**src/rtl/immediate_pipe_if.sv**
```systemverilog
// Fetch-to-decode immediate pipe bus: input handshake with instruction/PC/format select,
// and output handshake carrying the extended immediate, PC+IMM target and format used.
interface immediate_pipe_if #(
  parameter int XLEN = 64
);
  logic            IN_VALID;
  logic            IN_READY;
  logic [31:0]     INSTRUCTION;
  logic [XLEN-1:0] PC;
  logic [2:0]      SELECTION;
  logic            OUT_VALID;
  logic            OUT_READY;
  logic [XLEN-1:0] IMM;
  logic [XLEN-1:0] TARGET;
  logic [2:0]      FORMAT;

  // Producer/consumer environment side
  modport master (
    output IN_VALID, INSTRUCTION, PC, SELECTION, OUT_READY,
    input  IN_READY, OUT_VALID, IMM, TARGET, FORMAT
  );

  // Immediate pipe side
  modport slave (
    input  IN_VALID, INSTRUCTION, PC, SELECTION, OUT_READY,
    output IN_READY, OUT_VALID, IMM, TARGET, FORMAT
  );
endinterface

```
**src/rtl/immediate_pipe.sv**
```systemverilog
// Registered immediate extractor with PC+IMM precompute and a main+skid buffer.
// Optional IMMEDIATE_PIPE_ZIMM_EN adds format 6 (zero-extended CSR uimm inst[19:15]).
module immediate_pipe #(
  parameter int XLEN        = 64,
  parameter bit AUTO_DECODE = 1'b1
) (
  input logic              CLK,
  input logic              RESET_N,
  input logic              FLUSH,
  immediate_pipe_if.slave  bus
);

  localparam logic [2:0] FMT_NONE = 3'd0;
  localparam logic [2:0] FMT_I    = 3'd1;
  localparam logic [2:0] FMT_U    = 3'd2;
  localparam logic [2:0] FMT_S    = 3'd3;
  localparam logic [2:0] FMT_B    = 3'd4;
  localparam logic [2:0] FMT_J    = 3'd5;
  localparam logic [2:0] FMT_Z    = 3'd6;

  function automatic logic [2:0] decode_fmt(input logic [31:0] inst, input logic [2:0] sel);
    logic [2:0] f;
    f = FMT_NONE;
    if (AUTO_DECODE) begin
      case (inst[6:0])
        7'b0000011, 7'b0010011, 7'b0011011, 7'b1100111: f = FMT_I;
        7'b1110011: begin
`ifdef IMMEDIATE_PIPE_ZIMM_EN
          // funct3[2] marks the CSR immediate forms
          if (inst[14]) begin
            f = FMT_Z;
          end else begin
            f = FMT_I;
          end
`else
          f = FMT_I;
`endif
        end
        7'b0110111, 7'b0010111: f = FMT_U;
        7'b0100011:             f = FMT_S;
        7'b1100011:             f = FMT_B;
        7'b1101111:             f = FMT_J;
        default:                f = FMT_NONE;
      endcase
    end else begin
      case (sel)
        FMT_I, FMT_U, FMT_S, FMT_B, FMT_J: f = sel;
`ifdef IMMEDIATE_PIPE_ZIMM_EN
        FMT_Z:                             f = FMT_Z;
`endif
        default:                           f = FMT_NONE;
      endcase
    end
    return f;
  endfunction

  // All forms fit in 32 signed bits; the size cast sign-extends to XLEN.
  function automatic logic [XLEN-1:0] ext_imm(input logic [31:0] inst, input logic [2:0] fmt);
    logic signed [31:0] t;
    t = 32'sd0;
    case (fmt)
      FMT_I: t = {{20{inst[31]}}, inst[31:20]};
      FMT_U: t = {inst[31:12], 12'h000};
      FMT_S: t = {{20{inst[31]}}, inst[31:25], inst[11:7]};
      FMT_B: t = {{19{inst[31]}}, inst[31], inst[7], inst[30:25], inst[11:8], 1'b0};
      FMT_J: t = {{11{inst[31]}}, inst[31], inst[19:12], inst[20], inst[30:21], 1'b0};
`ifdef IMMEDIATE_PIPE_ZIMM_EN
      FMT_Z: t = {27'd0, inst[19:15]};
`endif
      default: t = 32'sd0;
    endcase
    return XLEN'(t);
  endfunction

  logic            m_valid_r;
  logic            s_valid_r;
  logic            in_ready_r;
  logic [2:0]      m_fmt_r;
  logic [XLEN-1:0] m_imm_r;
  logic [XLEN-1:0] m_tgt_r;
  logic [2:0]      s_fmt_r;
  logic [XLEN-1:0] s_imm_r;
  logic [XLEN-1:0] s_tgt_r;

  logic [2:0]      in_fmt_s;
  logic [XLEN-1:0] in_imm_s;
  logic [XLEN-1:0] in_tgt_s;
  logic            accept_s;
  logic            m_free_s;
  logic            m_load_in_s;
  logic            m_load_skid_s;
  logic            s_load_s;
  logic            m_valid_nxt_s;
  logic            s_valid_nxt_s;

  // Input-side extraction and target adder
  always_comb begin
    in_fmt_s = decode_fmt(bus.INSTRUCTION, bus.SELECTION);
    in_imm_s = ext_imm(bus.INSTRUCTION, in_fmt_s);
    in_tgt_s = bus.PC + in_imm_s;
  end

  // Main/skid steering: M refills from S first to keep FIFO order
  always_comb begin
    accept_s      = bus.IN_VALID & in_ready_r;
    m_free_s      = ~m_valid_r | bus.OUT_READY;
    m_load_in_s   = 1'b0;
    m_load_skid_s = 1'b0;
    s_load_s      = 1'b0;
    m_valid_nxt_s = 1'b0;
    s_valid_nxt_s = 1'b0;
    if (m_free_s) begin
      if (s_valid_r) begin
        m_load_skid_s = 1'b1;
        m_valid_nxt_s = 1'b1;
        s_load_s      = accept_s;
        s_valid_nxt_s = accept_s;
      end else if (accept_s) begin
        m_load_in_s   = 1'b1;
        m_valid_nxt_s = 1'b1;
      end else begin
        m_valid_nxt_s = 1'b0;
      end
    end else begin
      m_valid_nxt_s = 1'b1;
      if (accept_s) begin
        s_load_s      = 1'b1;
        s_valid_nxt_s = 1'b1;
      end else begin
        s_valid_nxt_s = s_valid_r;
      end
    end
  end

  // Occupancy flags and registered IN_READY; FLUSH empties both entries
  always_ff @(posedge CLK or negedge RESET_N) begin
    if (!RESET_N) begin
      m_valid_r  <= 1'b0;
      s_valid_r  <= 1'b0;
      in_ready_r <= 1'b1;
    end else if (FLUSH) begin
      m_valid_r  <= 1'b0;
      s_valid_r  <= 1'b0;
      in_ready_r <= 1'b1;
    end else begin
      m_valid_r  <= m_valid_nxt_s;
      s_valid_r  <= s_valid_nxt_s;
      in_ready_r <= ~s_valid_nxt_s;
    end
  end

  // Payload registers load only when an entry is filled
  always_ff @(posedge CLK or negedge RESET_N) begin
    if (!RESET_N) begin
      m_fmt_r <= 3'd0;
      m_imm_r <= '0;
      m_tgt_r <= '0;
      s_fmt_r <= 3'd0;
      s_imm_r <= '0;
      s_tgt_r <= '0;
    end else if (!FLUSH) begin
      if (m_load_skid_s) begin
        m_fmt_r <= s_fmt_r;
        m_imm_r <= s_imm_r;
        m_tgt_r <= s_tgt_r;
      end else if (m_load_in_s) begin
        m_fmt_r <= in_fmt_s;
        m_imm_r <= in_imm_s;
        m_tgt_r <= in_tgt_s;
      end
      if (s_load_s) begin
        s_fmt_r <= in_fmt_s;
        s_imm_r <= in_imm_s;
        s_tgt_r <= in_tgt_s;
      end
    end
  end

  assign bus.IN_READY  = in_ready_r;
  assign bus.OUT_VALID = m_valid_r;
  assign bus.IMM       = m_imm_r;
  assign bus.TARGET    = m_tgt_r;
  assign bus.FORMAT    = m_fmt_r;

endmodule

```
**src/flat_wrapper.sv**
```systemverilog
// flat-port wrapper written by rule: the top's interface ports become plain ports
module immediate_pipe_flat 
#(
  parameter int XLEN        = 64,
  parameter bit AUTO_DECODE = 1'b1
)
  (CLK, RESET_N, FLUSH, bus_IN_VALID, bus_INSTRUCTION, bus_PC, bus_SELECTION, bus_OUT_READY, bus_IN_READY, bus_OUT_VALID, bus_IMM, bus_TARGET, bus_FORMAT);
  immediate_pipe_if #(.XLEN(XLEN)) bus_i ();
  input logic CLK;
  input logic RESET_N;
  input logic FLUSH;
  input wire logic [$bits(bus_i.IN_VALID)-1:0] bus_IN_VALID;
  input wire logic [$bits(bus_i.INSTRUCTION)-1:0] bus_INSTRUCTION;
  input wire logic [$bits(bus_i.PC)-1:0] bus_PC;
  input wire logic [$bits(bus_i.SELECTION)-1:0] bus_SELECTION;
  input wire logic [$bits(bus_i.OUT_READY)-1:0] bus_OUT_READY;
  output wire logic [$bits(bus_i.IN_READY)-1:0] bus_IN_READY;
  output wire logic [$bits(bus_i.OUT_VALID)-1:0] bus_OUT_VALID;
  output wire logic [$bits(bus_i.IMM)-1:0] bus_IMM;
  output wire logic [$bits(bus_i.TARGET)-1:0] bus_TARGET;
  output wire logic [$bits(bus_i.FORMAT)-1:0] bus_FORMAT;
  assign bus_i.IN_VALID = bus_IN_VALID;
  assign bus_i.INSTRUCTION = bus_INSTRUCTION;
  assign bus_i.PC = bus_PC;
  assign bus_i.SELECTION = bus_SELECTION;
  assign bus_i.OUT_READY = bus_OUT_READY;
  assign bus_IN_READY = bus_i.IN_READY;
  assign bus_OUT_VALID = bus_i.OUT_VALID;
  assign bus_IMM = bus_i.IMM;
  assign bus_TARGET = bus_i.TARGET;
  assign bus_FORMAT = bus_i.FORMAT;
  immediate_pipe #(.XLEN(XLEN), .AUTO_DECODE(AUTO_DECODE)) u_core (.CLK(CLK), .RESET_N(RESET_N), .FLUSH(FLUSH), .bus(bus_i));
endmodule
```
**config.mk**
```make
export PLATFORM = sky130hd
export DESIGN_NAME = immediate_pipe_flat
export DESIGN_NICKNAME = d
export VERILOG_FILES = /design/src/rtl/immediate_pipe_if.sv /design/src/rtl/immediate_pipe.sv /design/src/flat_wrapper.sv
export SDC_FILE = /design/constraint.sdc
export NUM_CORES = 1
export LEC_CHECK = 0
export BUFFER_PORTS_ARGS = -buffer_cell sky130_fd_sc_hd__buf_2
export CAP_MARGIN = 20
export CORE_MARGIN = 2
export CORE_UTILIZATION = 51
export CTS_CLUSTER_SIZE = 16
export DETAILED_ROUTE_END_ITERATION = 10
export MAX_ROUTING_LAYER = met4
export PLACE_DENSITY = 0.81
export SETUP_SLACK_MARGIN = 0.02
export SYNTH_ARGS = -nofsm -noshare
export SYNTH_HDL_FRONTEND = slang
export SYNTH_SLANG_ARGS = --single-unit
```
**constraint.sdc**
```tcl
create_clock -name CLK -period 1.9 [get_ports CLK]
set_input_delay 0.19 -clock CLK [delete_from_list [all_inputs] [get_ports CLK]]
set_output_delay 0.19 -clock CLK [all_outputs]
set_load 0.1 [all_outputs]
```
==> results of run 1 <==
power breakdown:
part           leakage, nW  switching, mW  total, mW  internal [mW]
Clock                0.345           1.84       4.30           2.46
Sequential            2.56          0.547       5.64           5.10
Combinational         6.82           5.62       7.53           1.90
cells in the mapped netlist (8+ instances only):
library cell / instances / area share [%]
buf_4: 32 / 1.9
xor2_1: 25 / 1.7
o21ai_0: 180 / 7.1
and3_1: 14 / 0.69
nand2_1: 197 / 5.8
o21a_1: 12 / 0.71
a221oi_1: 26 / 1.8
o21bai_1: 16 / 0.95
dfrtp_1: 200 / 39
or3_1: 23 / 1.1
o21ai_1: 15 / 0.59
nor3_1: 14 / 0.55
nand4_1: 15 / 0.74
nor2_1: 55 / 1.6
and2_1: 10 / 0.49
o22ai_1: 32 / 1.6
mux2_2: 28 / 2.5
a21o_1: 63 / 3.7
o211ai_1: 8 / 0.47
xnor2_1: 35 / 2.4
nand3_1: 22 / 0.87
a21oi_1: 122 / 4.8
a31oi_1: 9 / 0.44
inv_1: 62 / 1.8
ha_1: 63 / 6.2
clkbuf_1: 83 / 2.5
critical path, stage by stage:
cell and delay (ns):
buf_8 0.10, and3b_1 0.17, o21ai_2 0.16, a21oi_2 0.09
o21ai_2 0.16, o21ai_2 0.08, or2_4 0.27, buf_12 0.14
buf_6 0.12, nand2_4 0.08, inv_2 0.07, ha_4 0.30
and3_4 0.18, and2_4 0.17, nand3_4 0.10, a2111oi_4 0.44
o2111ai_2 0.21, a2111oi_4 0.47, o2111ai_2 0.21, buf_4 0.19
a211oi_4 0.21, a2bb2oi_1 0.21
metrics by stage:
step / area, µm² / TNS [ns] / worst slack (ns) / utilization [%] / instances
2_1_floorplan: 13300 / -179.80 / -2.11 / - / 1464
3_3_place_gp: 16500 / -252.87 / -2.51 / 67.8 / 2201
3_5_place_dp: 16500 / -262.89 / -2.65 / 67.8 / 2201
4_1_cts: 18900 / -160.80 / -1.79 / 77.3 / 2299
5_1_grt: 19900 / -193.07 / -2.10 / 81.8 / 2330
6_report: 19900 / -176.49 / -2.01 / 81.8 / 2330
layer usage:
layer	part of all wire, %	track usage, %	up-vias
met2	49	60.1	859
li1	-	-	6274
met4	5.8	15.8	0
met3	8.1	5.39	244
met5	0	-	-
met1	37	43.0	6964
worst max-delay path by stage:
stage / endpoint / cells past startpoint / start / slack, ns
floorplan: u_core.bus.TARGET[62] / 22 / bus_INSTRUCTION[5] / -2.11
global placement: u_core.s_tgt_r[63] / 21 / bus_INSTRUCTION[5] / -2.51
detailed placement: u_core.s_tgt_r[63] / 21 / bus_INSTRUCTION[5] / -2.65
CTS: u_core.s_tgt_r[63] / 21 / bus_INSTRUCTION[6] / -1.79
global route: u_core.bus.TARGET[63] / 22 / bus_INSTRUCTION[6] / -2.10
finish: u_core.bus.TARGET[63] / 22 / bus_INSTRUCTION[6] / -2.01
registers in the layout, indices dropped and copies added (netlist names):
name                  count
u_core.bus.IN_READY       1
u_core.s_fmt_r            3
u_core.bus.IMM           32
u_core.s_valid_r          1
u_core.s_imm_r           32
u_core.bus.TARGET        64
u_core.bus.FORMAT         3
u_core.bus.OUT_VALID      1
u_core.s_tgt_r           64
kinds of logic after synthesis:
kind of cell / share of synthesized area, %
compound gates: 26.8
xor+xnor: 4.14
fa+ha+maj: 6.37
buf+inv: 6.63
flops: 39.7
mux: 2.64
simple gates: 13.7
area by class of cell:
class | count | area [µm²]
repair buffers | 628 | 4570
inverters | 64 | 248
diodes | 1 | 2.50
flip-flops and latches | 201 | 5040
well taps | 324 | 405
clock buffers | 31 | 634
multi-input cells | 1074 | 8970
clock inverters | 6 | 72.6
repair inverters | 1 | 6.26
fillers | 1340 | 4440
timing repair:
item,in CTS,in global routing
hold buffers,9,0
resized for setup,252,173
pin swaps,101,99
endpoints found under the hold margin,208,0
cloned,2,0
setup buffers,52,36
endpoints found under the setup margin,151,194
==> run_results.csv, run 1 <==
group,metric,value,unit
critical_path,r2r-start,"u_core.bus.IN_READY",
route,antenna_left,0,
floorplan,die_area,26200,µm²
synth,ys.flop_type,"dfrtp_1",
final_layout,drive_above_1_share,49.4,%
pwr,power.density,876,nW/µm²
route,vias,14300,
critical_path,reg2reg_depth,6,
synth,yosys.cell_types.count,73,
critical_path,cp.arrival,4.34,ns
timing,timing.fmax,256,MHz
route,dr.pass1.iters,9,
critical_path,reg2reg_to,"u_core.bus.IMM[30]",
run_status,status,"finished with violations",
global_routing,grt_usage,35.8,%
floorplan,core_region_area,24400,µm²
flow_run,maxCapViolCount,0,
clocking,cts_tree,"done",
critical_path,cp_max_fo,6,
timing,worst_hold_slack,0.0373,ns
clocking,numCtsBuffers,22,
hold_path,hold_depth,4,
global_routing,grt_max_degree,85,
pwr,power,17.5,mW
clocking,clock-sinks,201,
synth,syn_nets,1632,
global_routing,antenna_found_initial,1,
timing,worst_slack,-2.01,ns
route,drt-initial-drc-count,1776,
global_routing,grt_pass1_vias,14000,
final_layout,area_growth_syn_to_layout,57.2,%
final_layout,final_nets,2160,
route,remaining_drc_errors,0,
timing,setup_viol,131,
global_routing,grt-ovfl-total,0,
floorplan,die_y,162,µm
synth,postSynthCellCount,1464,
clocking,path_clk_slew,0.06,ns
timing,finalHoldViolCount,0,
route,wl_per_cell,22.0,µm
route,routed_via_density,6.15,
synth,postSynthAreaPerCell,8.67,µm²
synth,synth_warnings,0,
synth,async_reset_ff_share,100,%
critical_path,start_kind,"primary input",
clocking,cts_max_path_buffers,3,
hold_path,min_from,"bus_IN_VALID",
hold_path,hold_path.class,"in -> reg",
critical_path,required,2.33,ns
timing,max_slew_margin,65.4,%
synth,synth_enable_flop_cells,0,
hold_path,whs_endpoint,"u_core.bus.IN_READY",
floorplan,pin_count,237,
synth,netlist_area,12700,µm²
timing,finalClockSkew,0.0259,ns
synth,ys_seq_area_share,39.7,%
final_layout,layout_commonest_cell,"buf_4",
run_status,violations,"negative setup slack",
critical_path,r2r_setup_slack,-0.06,ns
clocking,clock_latency,0.53,ns
placement,dp_hpwl,31.4,mm
placement,numPortBuffers,233,
route,wl,51.3,mm
clocking,cts-htree-levels,1,
timing,rsz0062_at_grt,"true",
clocking,root_buffer,"clkbuf_16",
pwr,p_leak,9.73,nW
pwr,irDropWorstVdd,1120,µV
synth,synth_seq_cells,201,
timing,period_minus_slack,3.91,ns
final_layout,most-common-layout-cells,"buf_4 (329), buf_2 (228), dfrtp_1 (197)",
critical_path,worstSetupPathType,"in -> reg",
timing,tightest_slew,0.522,ns
floorplan,die_w,162,µm
critical_path,cp-end-kind,"register",
timing,drv_slew,0,
floorplan,start_util,52.0,%
global_routing,grt_pass1_wl,72.3,mm
placement,routabilityCongestion,0.944,
floorplan,row_count,57,
timing,finalCritPeriodShare,206,%
No activity file was read; power rests on OpenSTA's default activity.
==> run 2, diff against run 1 <==
==> constraint.sdc (replaced) <==
create_clock -name CLK -period 1.9 [get_ports CLK]
set_input_delay 0.285 -clock CLK [delete_from_list [all_inputs] [get_ports CLK]]
set_output_delay 0.285 -clock CLK [all_outputs]
set_load 0.1 [all_outputs]
==> run_results.csv, run 2 (synthesized netlist as in run 1, its figures left out) <==
group,metric,value,unit
critical_path,endpoint,"u_core.bus.TARGET[49]",
critical_path,r2r-start,"u_core.s_valid_r",
placement,dp.cells,2201,
floorplan,pin_count,237,
flow_run,maxCapViolCount,0,
global_routing,grt_max_degree,84,
critical_path,path_depth,22,
route,antenna_left,0,
pwr,power,18.5,mW
global_routing,top_usage_layer,"met2",
placement,routabilityCongestion,1.01,
clocking,clock_latency,0.52,ns
timing,worst_slack,-2.32,ns
critical_path,critPathTopFamily,"compound AO/OA/AOI/OAI gates",
global_routing,grt-ovfl-total,0,
timing,setup_viol,132,
run_status,status,"finished with violations",
clocking,numCtsBuffers,23,
pwr,p_leak,10.2,nW
final_layout,layout_commonest_cell,"buf_4",
pwr,irDropWorstVdd,1030,µV
critical_path,worstSetupPathType,"in -> reg",
timing,period_minus_slack,4.22,ns
critical_path,cp.buffers_inverters,5,
clocking,cts_max_path_buffers,3,
critical_path,path_common_cell,"o21ai_2",
timing,timing.fmax,237,MHz
placement,numPortBuffers,233,
critical_path,cpPeakStageDelay,0.41,ns
global_routing,grt_pass1_vias,14500,
route,routed_via_density,6.38,
final_layout,ff_latch_area,5030,µm²
placement,dp_hpwl,31.6,mm
route,wl_per_cell,24.2,µm
final_layout,drive_above_1_share,51.8,%
critical_path,cp_slowest_cell,"ha_1",
floorplan,core_region_area,24400,µm²
timing,max_slew_margin,63.3,%
route,wl,56.7,mm
critical_path,cp-end-kind,"register",
final_layout,final_cells,2348,
pwr,power.density,885,nW/µm²
critical_path,required,2.29,ns
critical_path,cp_max_fo,5,
global_routing,gr-usage-met2,63.9,%
clocking,cts-htree-levels,1,
critical_path,start_kind,"primary input",
floorplan,die_y,162,µm
clocking,root_buffer,"clkbuf_16",
run_status,violations,"negative setup slack",
critical_path,reg2reg_to,"u_core.bus.TARGET[31]",
floorplan,die_area,26200,µm²
global_routing,use_met1,43.6,%
global_routing,antenna_found_initial,3,
final_layout,multi_input_area,9290,µm²
global_routing,grt_usage,37.7,%
route,dr.pass1.iters,7,
hold_path,hold_path.class,"in -> reg",
critical_path,crit_chain,"buf_8, and3b_1, o21ai_2, a21oi_2, o21ai_2, o21ai_2, a22oi_1, inv_1, ha_1, and4_4, and2_4, nand3_4, buf_6, a21oi_4, a311oi_4, o31ai_4, a41oi_4, buf_4, buf_6, and3_1, o32ai_2, o21ai_1",
timing,drv_slew,0,
route,drt-initial-drc-count,1928,
global_routing,grt_pass1_wl,76.4,mm
timing,tightest_slew,0.555,ns
timing,rsz0062_at_grt,"true",
critical_path,r2r_setup_slack,-0.12,ns
timing,finalHoldViolCount,0,
critical_path,cp.arrival,4.61,ns
route,vias,15000,
floorplan,start_util,52.0,%
timing,finalCritPeriodShare,222,%
global_routing,use_met3,5.39,%
route,remaining_drc_errors,0,
clocking,cts_tree,"done",
final_layout,fill_cells,1175,
timing,finalClockSkew,0.00860,ns
critical_path,crit_start,"bus_INSTRUCTION[5]",
floorplan,die_w,162,µm
critical_path,reg2reg_depth,6,
final_layout,final_nets,2173,
final_layout,area_growth_syn_to_layout,65.0,%
clocking,path_clk_slew,0.06,ns
floorplan,row_count,57,
final_layout,most-common-layout-cells,"buf_4 (332), dfrtp_1 (199), buf_2 (195)",
clocking,clock-sinks,201,
-- run 2: worst min-delay path by stage --
stage          slack, ns    startpoint              endpoint  depth (start not counted)
6_report            0.07  bus_IN_VALID  u_core.bus.OUT_VALID                          3
3_5_place_dp        0.24       RESET_N     u_core.bus.IMM[0]                          1
2_1_floorplan      -0.01       RESET_N  u_core.bus.FORMAT[0]                          0
3_3_place_gp        0.25       RESET_N     u_core.bus.IMM[0]                          1
4_1_cts             0.07  bus_IN_VALID  u_core.bus.OUT_VALID                          3
5_1_grt             0.09  bus_IN_VALID  u_core.bus.OUT_VALID                          3
-- run 2: repair_timing --
action,in CTS,in global routing
endpoints found under the hold margin,41,0
gates resized for setup,365,159
endpoints found under the setup margin,127,144
hold buffers,2,0
setup buffers,61,54
pin swaps,160,152
cloned,1,0
-- run 2: stage by stage --
step                      util, %  hold WS (ns)  TNS (ns)  setup WS (ns)  cell area, µm²
after floorplan                 -       -0.0106   -231.71          -2.21           13100
after global placement       69.7         0.245   -265.97          -2.57           17000
after detailed placement     69.7         0.243   -276.17          -2.70           17000
after CTS                    81.2        0.0663   -166.13          -1.88           19800
after global routing         85.8        0.0891   -225.58          -2.38           20900
final                        85.8        0.0745   -217.47          -2.32           20900
-- run 2: routing by layer --
layer / part of all wire, % / vias up
met5: 0 / -
met2: 47 / 1091
met3: 10 / 380
met1: 35 / 7209
met4: 7.6 / 0
li1: - / 6302
-- run 2: tightest hold or removal path, cell delays in order --
cell and delay [ns]:
buf_2 0.12, nand2_1 0.08, a21oi_1 0.06
-- run 2: layout make-up --
class,instances,area share (%)
antenna,3,0.0359
sequential,201,24.0
inverter,64,1.22
clock inverter,9,0.490
timing repair buffer,641,24.7
multi-input combinational,1074,44.4
clock buffer,32,3.15
tap,324,1.94
-- run 2: report_power, final --
| part | switching (mW) | total, mW | internal [mW] |
|---|---|---|---|
| logic | 5.91 | 8.31 | 2.41 |
| registers | 0.558 | 5.65 | 5.10 |
| clock network | 1.87 | 4.56 | 2.69 |
